### src/rtl/pc_seq_if.sv
// pc_seq control/fetch bundle: the control unit drives the master side,
// the sequencer implements the slave side.
interface pc_seq_if #(
  parameter int AW = 10
);
  logic          stall;
  logic          s_inc;
  logic          s_rgj;
  logic [AW-1:0] imm_addr;
  logic [AW-1:0] reg_addr;
  logic          call;
  logic          ret;
  logic          iret;
  logic          irq;
  logic [AW-1:0] pc;
  logic [AW-1:0] tos;
  logic          full;
  logic          empty;
  logic          stack_err;
  logic          irq_ack;
  logic          in_isr;

  modport master (
    output stall, s_inc, s_rgj, imm_addr, reg_addr,
    output call, ret, iret, irq,
    input  pc, tos, full, empty, stack_err, irq_ack, in_isr
  );

  modport slave (
    input  stall, s_inc, s_rgj, imm_addr, reg_addr,
    input  call, ret, iret, irq,
    output pc, tos, full, empty, stack_err, irq_ack, in_isr
  );
endinterface

### src/rtl/pc_seq.sv
// Program sequencer: PC, next-address select, return stack, interrupt entry.
// Define PC_SEQ_IRQ_EN to enable the interrupt logic (irq/iret/irq_ack/in_isr).
module pc_seq #(
  parameter int            AW    = 10,
  parameter int            DEPTH = 8,
  parameter logic [AW-1:0] IVEC  = AW'('h3F0)
) (
  input logic     clk,
  input logic     reset,
  pc_seq_if.slave bus
);

  localparam int PW = $clog2(DEPTH) + 1;

  typedef enum logic {RUN, ISR} state_t;

  state_t        st_q, st_d;
  logic [AW-1:0] pc_q, pc_d;
  logic [AW-1:0] stk_q [DEPTH];
  logic [PW-1:0] sp_q, sp_d;
  logic [PW-1:0] sp_m1;
  logic          err_q, err_d;
  logic          ack_q, ack_d;

  logic [AW-1:0] tgt;
  logic [AW-1:0] nxt;
  logic [AW-1:0] top;
  logic [AW-1:0] base;
  logic [AW-1:0] push_val;
  logic          is_full;
  logic          is_empty;
  logic          take;
  logic          do_push;
  logic          wr;

  logic act_pop;
  logic act_call;
  logic act_jmp;
  logic act_seq;

  assign tgt      = bus.s_rgj ? bus.reg_addr : bus.imm_addr;
  assign nxt      = pc_q + 1'b1;
  assign sp_m1    = sp_q - 1'b1;
  assign is_full  = (sp_q == PW'(DEPTH));
  assign is_empty = (sp_q == '0);
  assign top      = is_empty ? '0 : stk_q[sp_m1[PW-2:0]];

`ifdef PC_SEQ_IRQ_EN
  assign take = (st_q == RUN) && bus.irq && !bus.stall;
`else
  assign take = 1'b0;
`endif

  // one-hot view of the non-interrupt priority rows
  assign act_pop  = bus.ret | bus.iret;
  assign act_call = !act_pop && bus.call;
  assign act_jmp  = !act_pop && !bus.call && !bus.s_inc;
  assign act_seq  = !act_pop && !bus.call && bus.s_inc;

  always_comb begin
    base = nxt;
    unique case (1'b1)
      act_pop:  base = top;
      act_call: base = tgt;
      act_jmp:  base = tgt;
      act_seq:  base = nxt;
      default:  base = nxt;
    endcase
  end

  always_comb begin
    pc_d     = pc_q;
    sp_d     = sp_q;
    err_d    = err_q;
    ack_d    = 1'b0;
    st_d     = st_q;
    push_val = nxt;
    do_push  = 1'b0;
    wr       = 1'b0;
    if (!bus.stall) begin
      if (take) begin
        // absorbed call/ret/iret: only its target survives, as the pushed PC
        push_val = base;
        do_push  = 1'b1;
        pc_d     = IVEC;
        st_d     = ISR;
        ack_d    = 1'b1;
      end else if (act_pop) begin
        if (is_empty) begin
          pc_d  = '0;
          err_d = 1'b1;
        end else begin
          pc_d = top;
          sp_d = sp_m1;
        end
        if (bus.iret && st_q == ISR)
          st_d = RUN;
      end else if (act_call) begin
        push_val = nxt;
        do_push  = 1'b1;
        pc_d     = tgt;
      end else begin
        pc_d = base;
      end
      if (do_push) begin
        if (is_full) begin
          err_d = 1'b1;
        end else begin
          wr   = 1'b1;
          sp_d = sp_q + 1'b1;
        end
      end
    end
  end

  always_ff @(posedge clk or negedge reset) begin
    if (!reset) begin
      st_q  <= RUN;
      pc_q  <= '0;
      sp_q  <= '0;
      err_q <= 1'b0;
      ack_q <= 1'b0;
    end else begin
      st_q  <= st_d;
      pc_q  <= pc_d;
      sp_q  <= sp_d;
      err_q <= err_d;
      ack_q <= ack_d;
    end
  end

  always_ff @(posedge clk or negedge reset) begin
    if (!reset) begin
      for (int i = 0; i < DEPTH; i++)
        stk_q[i] <= '0;
    end else if (wr) begin
      stk_q[sp_q[PW-2:0]] <= push_val;
    end
  end

  assign bus.pc        = pc_q;
  assign bus.tos       = top;
  assign bus.full      = is_full;
  assign bus.empty     = is_empty;
  assign bus.stack_err = err_q;
  assign bus.irq_ack   = ack_q;
  assign bus.in_isr    = (st_q == ISR);

endmodule

### src/flat_wrapper.sv
// flat-port wrapper written by rule: the top's interface ports become plain ports
module pc_seq_flat 
#(
  parameter int            AW    = 10,
  parameter int            DEPTH = 8,
  parameter logic [AW-1:0] IVEC  = AW'('h3F0)
)
  (clk, reset, bus_stall, bus_s_inc, bus_s_rgj, bus_imm_addr, bus_reg_addr, bus_call, bus_ret, bus_iret, bus_irq, bus_pc, bus_tos, bus_full, bus_empty, bus_stack_err, bus_irq_ack, bus_in_isr);
  pc_seq_if #(.AW(AW)) bus_i ();
  input logic clk;
  input logic reset;
  input wire logic [$bits(bus_i.stall)-1:0] bus_stall;
  input wire logic [$bits(bus_i.s_inc)-1:0] bus_s_inc;
  input wire logic [$bits(bus_i.s_rgj)-1:0] bus_s_rgj;
  input wire logic [$bits(bus_i.imm_addr)-1:0] bus_imm_addr;
  input wire logic [$bits(bus_i.reg_addr)-1:0] bus_reg_addr;
  input wire logic [$bits(bus_i.call)-1:0] bus_call;
  input wire logic [$bits(bus_i.ret)-1:0] bus_ret;
  input wire logic [$bits(bus_i.iret)-1:0] bus_iret;
  input wire logic [$bits(bus_i.irq)-1:0] bus_irq;
  output wire logic [$bits(bus_i.pc)-1:0] bus_pc;
  output wire logic [$bits(bus_i.tos)-1:0] bus_tos;
  output wire logic [$bits(bus_i.full)-1:0] bus_full;
  output wire logic [$bits(bus_i.empty)-1:0] bus_empty;
  output wire logic [$bits(bus_i.stack_err)-1:0] bus_stack_err;
  output wire logic [$bits(bus_i.irq_ack)-1:0] bus_irq_ack;
  output wire logic [$bits(bus_i.in_isr)-1:0] bus_in_isr;
  assign bus_i.stall = bus_stall;
  assign bus_i.s_inc = bus_s_inc;
  assign bus_i.s_rgj = bus_s_rgj;
  assign bus_i.imm_addr = bus_imm_addr;
  assign bus_i.reg_addr = bus_reg_addr;
  assign bus_i.call = bus_call;
  assign bus_i.ret = bus_ret;
  assign bus_i.iret = bus_iret;
  assign bus_i.irq = bus_irq;
  assign bus_pc = bus_i.pc;
  assign bus_tos = bus_i.tos;
  assign bus_full = bus_i.full;
  assign bus_empty = bus_i.empty;
  assign bus_stack_err = bus_i.stack_err;
  assign bus_irq_ack = bus_i.irq_ack;
  assign bus_in_isr = bus_i.in_isr;
  pc_seq #(.AW(AW), .DEPTH(DEPTH), .IVEC(IVEC)) u_core (.clk(clk), .reset(reset), .bus(bus_i));
endmodule
### config.mk
export PLATFORM = sky130hd
export DESIGN_NAME = pc_seq_flat
export DESIGN_NICKNAME = d
export VERILOG_FILES = /design/src/rtl/pc_seq_if.sv /design/src/rtl/pc_seq.sv /design/src/flat_wrapper.sv
export SDC_FILE = /design/constraint.sdc
export NUM_CORES = 1
export LEC_CHECK = 0
export CORE_ASPECT_RATIO = 1.2
export CORE_MARGIN = 1
export CORE_UTILIZATION = 59
export CTS_BUF_LIST = sky130_fd_sc_hd__clkbuf_4
export DETAILED_ROUTE_END_ITERATION = 6
export PLACE_DENSITY = 0.82
export SLEW_MARGIN = 30
export SYNTH_ARGS = -nofsm -noshare
export SYNTH_HDL_FRONTEND = slang
export SYNTH_SLANG_ARGS = --single-unit
### constraint.sdc
create_clock -name clk -period 4 [get_ports clk]
set_input_delay 0.8 -clock clk [delete_from_list [all_inputs] [get_ports clk]]
set_output_delay 0.8 -clock clk [all_outputs]
set_load 0.1 [all_outputs]
# Yosys cells after proc, flatten, opt, wreduce, memory -nomap -nowiden
# Cells that the tools add are included.
# word_totals
regBits	95
output_inout_bits	25
word_cells	55
# op_classes
reduce_logical	8
n_addsub	3
n_mux	26
n_eq_ne	1
n_lt_le_gt_ge	3
bitwise	3
# ops
cell	count
10-bit two-way mux	9
80-bit bitwise mux	1
10-bit binary-select mux with 3-bit select	1
10-bit demux with 3-bit select	1
4-bit two-way mux	4
10-bit by 1-bit adder with 10-bit output (second input constant)	1
1-bit two-way mux	10
4-bit greater-or-equal comparator (second input constant)	2
3-bit NOT with 4-bit output	2
4-bit by 1-bit adder with 4-bit output (second input constant)	1
4-bit equality test (second input constant)	1
1-bit logical AND	4
4-bit zero test	1
4-bit by 1-bit less-than comparator with 1-bit output (second input constant)	1
4-bit by 1-bit subtractor with 4-bit output (second input constant)	1
1-bit zero test	3
1-bit bitwise OR	1

# Depth between registers and ports, before layout
# depth
word_depth	8
ltp_mapped	9
ltp_nobuf	6

# Least setup slack after synthesis
# No wires, ideal clock.
# synth_path
kind	flip-flop to output port
from	register u_core.sp_q[0]
to	output bus_tos[2]
arrival_ns	3.389
setup_slack_ns	-0.189
stages_incl_launch_ff	9
path_buffers	3
required_time_ns	3.200
cell_sequence	dfrtp_1 > buf_2 > inv_2 > ha_1 > buf_4 > buf_2 > mux4_2 > mux2i_1 > mux2i_1
# synth_via
elab_chain_cells	6
# synth_lines
element	line	source
start, declared	pc_seq.sv:20	logic [PW-1:0] sp_q, sp_d;
start signal, assigned	pc_seq.sv:126	sp_q <= sp_d;
4-bit by 1-bit subtractor with 4-bit output	pc_seq.sv:43	assign sp_m1 = sp_q - 1'b1;
3-bit NOT with 4-bit output (not written as such)	pc_seq.sv:46	assign top = is_empty ? '0 : stk_q[sp_m1[PW-2:0]];
10-bit binary-select mux with 3-bit select	pc_seq.sv:46	
10-bit two-way mux (not written as such) (2 in a row)	pc_seq.sv:46	
10-bit two-way mux (*)	pc_seq.sv:46	
end, declared	flat_wrapper.sv:22	output wire logic [$bits(bus_i.tos)-1:0] bus_tos;
# Mark *: on every way between the ends. The rest lies on a longest branch, timed or not. The select of a mux whose other input is x is not followed.

# Worst setup path in the final report
# layout_path
from	register u_core.sp_q[1]
to	output bus_tos[3]
# Same word-level chain as after synthesis.

==> results.yml <==
timing:
  final.setup_skew_ns: 0.0106
  setup_viol: 0
  fin_crit_ns: 3.82
  rsz0062_at_grt: "false"
  worstMarginPinSlew_ns: 0.990
  slew_violations: 0
  fmax_mhz: 262
  period_share: 0.955
  final_hold_viol_count: 0
  tns_ns: 0
  maxSlewHeadroom: 0.338
synthesis:
  ys_ff_latch: 95
  synth_top_area_share: 0.448
  avgSynthCellArea_um2: 10.1
  ys_warn_count: 0
  synth_edf_count: 0
  async_reset_ff_frac: 1.00
  ys_seq_area_frac: 0.448
  synth_area_mm2: 0.00531
  yosys.area.top_type: "dfrtp_1"
  synth-main-ff-cell: "dfrtp_1"
  synth_common_cells: "dfrtp_1 (95), o21ai_0 (87), nand2_1 (80)"
  synth_area_leaders: "dfrtp_1 (45%), mux4_2 (8.5%), o21ai_0 (8.2%)"
  synth_most_common_cell: "dfrtp_1"
  syn_inst: 523
  ys_types: 60
routing:
  vias_per_cell: 6.37
  vias: 4380
  routedWlPerCell_um: 19.8
  drt_iter0_markers: 444
  wl_um: 13700
  antenna_left: 0
  drt_first_pass_iters: 5
  drc: 0
worst_setup_path:
  path_class: "reg -> out"
  cp_max_fo: 14
  endpoint_kind: "primary output"
  cp.required_ns: 3.20
  cp.arrival_ns: 3.02
  critPathLaunchType: "flop"
global_routing:
  grt_pass1_vias: 4307
  grt_max_degree: 73
  grt_pass1_wl_um: 22000
  grt_overflow: 0
  grt_antenna_before_repair: 0
  grt_usage: 0.316
cells_and_area:
  antenna_cells: 0
  drive_gt1_frac: 0.193
  filler_cell_count: 639
  syn_to_final_growth_pct: 17.0
  nets: 599
  final_core_util: 0.717
power_and_ir_drop:
  leakagePower_nw: 2.62
  power_density_mw_per_mm2: 949
  ir_worst_vdd_mv: 0.445
floorplanning:
  die_y_um: 106
  num_rows: 37
  core_mm2: 0.00866
  die_area_mm2: 0.00938
  die_w_um: 88.6
  io_pins: 54
  initial_utilization: 0.613
placed_design:
  portBuffers: 50
  dp_hpwl_um: 9740
  globalplace.congestion: 0.859
run:
  maxCapViolations: 0
clock_tree:
  clock-sinks: 95
  clk_latency_ns: 0.46
  cts_repair_resize_count: 0
  post-cts-setup-buffer-count: 0
  cts_max_path_buffers: 2
  cts_tree: "done"
  cts-root-buf: "clkbuf_4"
  cts_buffers: 9
  htreeDepth: 3
  clkTransAtPathRegs_ns: 0.14
  cts_hold_buf: 0
min_path:
  holdCritPathClass: "in -> async"
status:
  status: "finished, final reports clean"
cell type report:
cell class                 count  area (um2)  area share
clock buffer                  11        82.6      0.0133
clock inverter                 4        47.5     0.00766
inverter                      10        37.5     0.00605
multi-input combinational    385        2770       0.446
sequential                    95        2380       0.383
tap                          117         146      0.0236
timing repair buffer          66         746       0.120
flip-flops by register name (all words and copies together), names as in the netlist:
register / flops
u_core.stk_q: 80
u_core.bus.pc: 10
u_core.bus.stack_err: 1
u_core.sp_q: 4
stage by stage:
step / area [um2] / hold WS, ns / power [mW] / setup slack (ns) / cells
finish: 6210 / 0.317 / 5.89 / 0.180 / 688
global route: 6210 / 0.340 / 6.19 / 0.0534 / 688
CTS: 6190 / 0.467 / 5.84 / 0.112 / 688
floorplan: 5340 / 0.443 / 4.29 / 0.330 / 524
detailed placement: 6060 / 0.469 / 5.33 / 0.627 / 673
global placement: 6060 / 0.454 / 5.22 / 0.678 / 673
critical path, cell delays in order, from the launching register on:
cell     delay (ns)
dfrtp_1        0.45
inv_1          0.11
ha_2           0.44
buf_4          0.27
mux2_1         0.37
mux4_2         0.50
o22a_1         0.25
buf_12         0.18
placed cells by master, fill, tap and decap left out, drive strengths merged, types with 3 or more instances in the layout:
cell type / synthesis / layout
a211o: 3 / 3
a21o: 3 / 3
a21oi: 13 / 13
a221oi: 4 / 4
a22o: 3 / 3
a2bb2oi: 3 / 3
a32oi: 5 / 5
and2: 7 / 7
buf: 14 / 29
clkbuf: 20 / 11
clkdlybuf4s50: 0 / 37
clkinv: 1 / 4
dfrtp: 95 / 95
ha: 3 / 3
inv: 9 / 9
mux2: 33 / 33
mux2i: 9 / 9
mux4: 21 / 21
nand2: 80 / 80
nand2b: 4 / 4
nand3: 12 / 12
nand4: 11 / 11
nor2: 21 / 21
nor2b: 5 / 5
nor3: 8 / 8
o211ai: 3 / 3
o21a: 3 / 3
o21ai: 87 / 87
o2bb2ai: 4 / 4
or2: 3 / 3
xnor2: 6 / 6
worst paths after layout:
path / from / to / slack, ns / cells after the start
worst max-delay path: u_core.sp_q[1] / bus_tos[3] / 0.18 / 7
worst min-delay path: reset / u_core.bus.pc[4] / 0.32 / 1
worst max register to register: u_core.sp_q[1] / u_core.bus.pc[4] / 1.38 / 7
worst min register to register: u_core.stk_q[62] / u_core.stk_q[62] / 0.50 / 2
max in group asynchronous: reset / u_core.stk_q[35] / 3.03 / 2
min in group clk: u_core.stk_q[62] / u_core.stk_q[62] / 0.50 / 2
per-layer routing:
metal / track usage / wire length (um) / up-vias
li1: - / - / 2011
met1: 0.427 / 5550 / 2128
met2: 0.509 / 6860 / 214
met3: 0.0603 / 999 / 27
met4: 0.111 / 239 / 0
met5: 0 / 0 / -
power breakdown:
group	total (mW)	switching (mW)	internal [mW]	leakage [nW]
registers	1.63	0.307	1.32	1.25
clock network	0.516	0.316	0.200	0.0743
logic	3.75	2.34	1.41	1.29
total	5.89	2.96	2.93	2.62
logic make-up (layout without fill, tap and decap cells):
group                      after synthesis  count (layout)  share of synthesized area
xor gates and xnor gates                 7               7                     0.0116
AOI/OAI and AO/OA                      149             149                      0.174
DFF                                     95              95                      0.448
and+or+nand+nor                        161             161                      0.142
adders and majority gates                3               3                    0.00707
other                                    1               2                   0.000707
buffers and inverters                   44              91                     0.0375
muxes                                   63              63                      0.179
Note: power is estimated with default switching activity, not from simulation.
==> RTL change (config.mk and constraints unchanged) <==
Take the reset off `pc_q` and load it in a clocked block of its own.
--- a/src/rtl/pc_seq.sv
+++ b/src/rtl/pc_seq.sv
@@ -116,17 +116,19 @@
   always_ff @(posedge clk or negedge reset) begin
     if (!reset) begin
       st_q  <= RUN;
-      pc_q  <= '0;
       sp_q  <= '0;
       err_q <= 1'b0;
       ack_q <= 1'b0;
     end else begin
       st_q  <= st_d;
-      pc_q  <= pc_d;
       sp_q  <= sp_d;
       err_q <= err_d;
       ack_q <= ack_d;
     end
+  end
+
+  always_ff @(posedge clk) begin
+    pc_q <= pc_d;
   end
 
   always_ff @(posedge clk or negedge reset) begin
Formal check against the unedited RTL: not equivalent (a bounded check fails within 4 cycles, from zero or initial values and one cycle with reset low).
==> RTL change against the original RTL <==
The flow now finishes with violations (design-rule violations). Setup slack better by 0.31 ns. Sequential cell count stayed put. Wire length is 20% lower. Maximum frequency is 8.9% higher. Count of clock-buffer cells in the layout is 2 lower. Design area is 9.9% lower. Hold slack better by 0.040 ns. Final cell count is 14% lower. Synthesized area is 8.8% lower.
Power is not shown: default switching activity piles up to over one toggle a cycle in this logic, so the estimate is an artifact.
==> RTL change: results (changes against the original RTL) <==
stage,metric,value,unit,change
run_status,status,"finished, violations left",,"was finished, final reports clean"
run_status,violations,design-rule violations,,
global_route,grt_util_met3,4.971,%,was 6.030%
setup_path,critPathTopFamily,buffers and inverters,,was multiplexers
global_route,met1_usage,36.31,%,was 42.73%
drt,wl_met3,601,µm,was 999 µm
yosys,ys_top_cells_by_count,"nand2_1 (87), dfrtp_1 (85), o21ai_0 (61)",,"was dfrtp_1 (95), o21ai_0 (87), nand2_1 (80)"
yosys,synth_cell_types,50,,was 60
setup_path,cpPeakStageDelay,0.55,ns,was 0.50 ns
drt,vias,3635,,was 4380
global_route,grt_use_total,27.40,%,was 31.64%
placed_design,place_area,0.005455,mm²,was 0.006061 mm²
layout,multiInputGateArea,0.002216,mm²,was 0.002770 mm²
drt,drc,2,,was 0
layout,seqCellArea,0.002427,mm²,was 0.002377 mm²
global_route,grt_first_pass_wirelength,17.94,mm,was 21.96 mm
drt,wire_per_inst,18.49,µm,was 19.84 µm
yosys,synth_cells,449,,was 523
placed_design,place_ws,0.7333,ns,was 0.6267 ns
layout,clk_share,2.483,%,was 2.096%
yosys,synthTopCellsByArea,"dfrtp_1 (44%), nand2_1 (6.7%), o21ai_0 (6.3%)",,"was dfrtp_1 (45%), mux4_2 (8.5%), o21ai_0 (8.2%)"
placed_design,gp_congestion,0.7908,,was 0.8591
setup_path,crit_fanout,12,,was 14
yosys,async_flop_share,89.47,%,was 100.0%
timing,fin_worst_skew,0.02035,ns,was 0.01063 ns
drt,wl_met1,4.674,mm,was 5.551 mm
drt,wl,10.89,mm,was 13.65 mm
layout,fill_cells,564,,was 639
layout,signal_buffers,57,,was 66
global_route,use_met2,46.59,%,was 50.93%
timing,tightestPinTransition,0.9849,ns,was 0.9896 ns
yosys,synth_edf_count,10,,was 0
setup_path,arrival,2.71,ns,was 3.02 ns
-- RTL change: cell types whose count changed in the layout (fill, tap and decap cells not counted), moves of 8 or more --
cell      delta
dfrtp_1     -10
mux4_2       -8
edfxtp_1    +10
o21ai_0     -26
nand4_1     -11
a21oi_1     +24
mux2_2      -15
-- RTL change: path summary, 6_finish.rpt --
path,end,slack [ns]
setup / recovery,bus_tos[6],0.49
hold / removal,u_core.sp_q[0]$_DFFE_PN0N_,0.36
setup reg to reg,u_core.bus.pc[4]$_DFFE_PN_,1.48
hold reg to reg,u_core.stk_q[40]$_DFFE_PN0P_,0.49
max in group asynchronous,u_core.stk_q[49]$_DFFE_PN0P_,3.02
min in group clk,u_core.stk_q[40]$_DFFE_PN0P_,0.49
-- RTL change: logic make-up after synthesis --
family	after synthesis	synth area share (%)
other cells	1	0.07749
flops	95	50.16
simple gates	146	14.30
fa+ha+maj	3	0.7757
mux	40	14.32
buf+inv	33	4.136
xor+xnor	11	2.146
compound gates	120	14.09
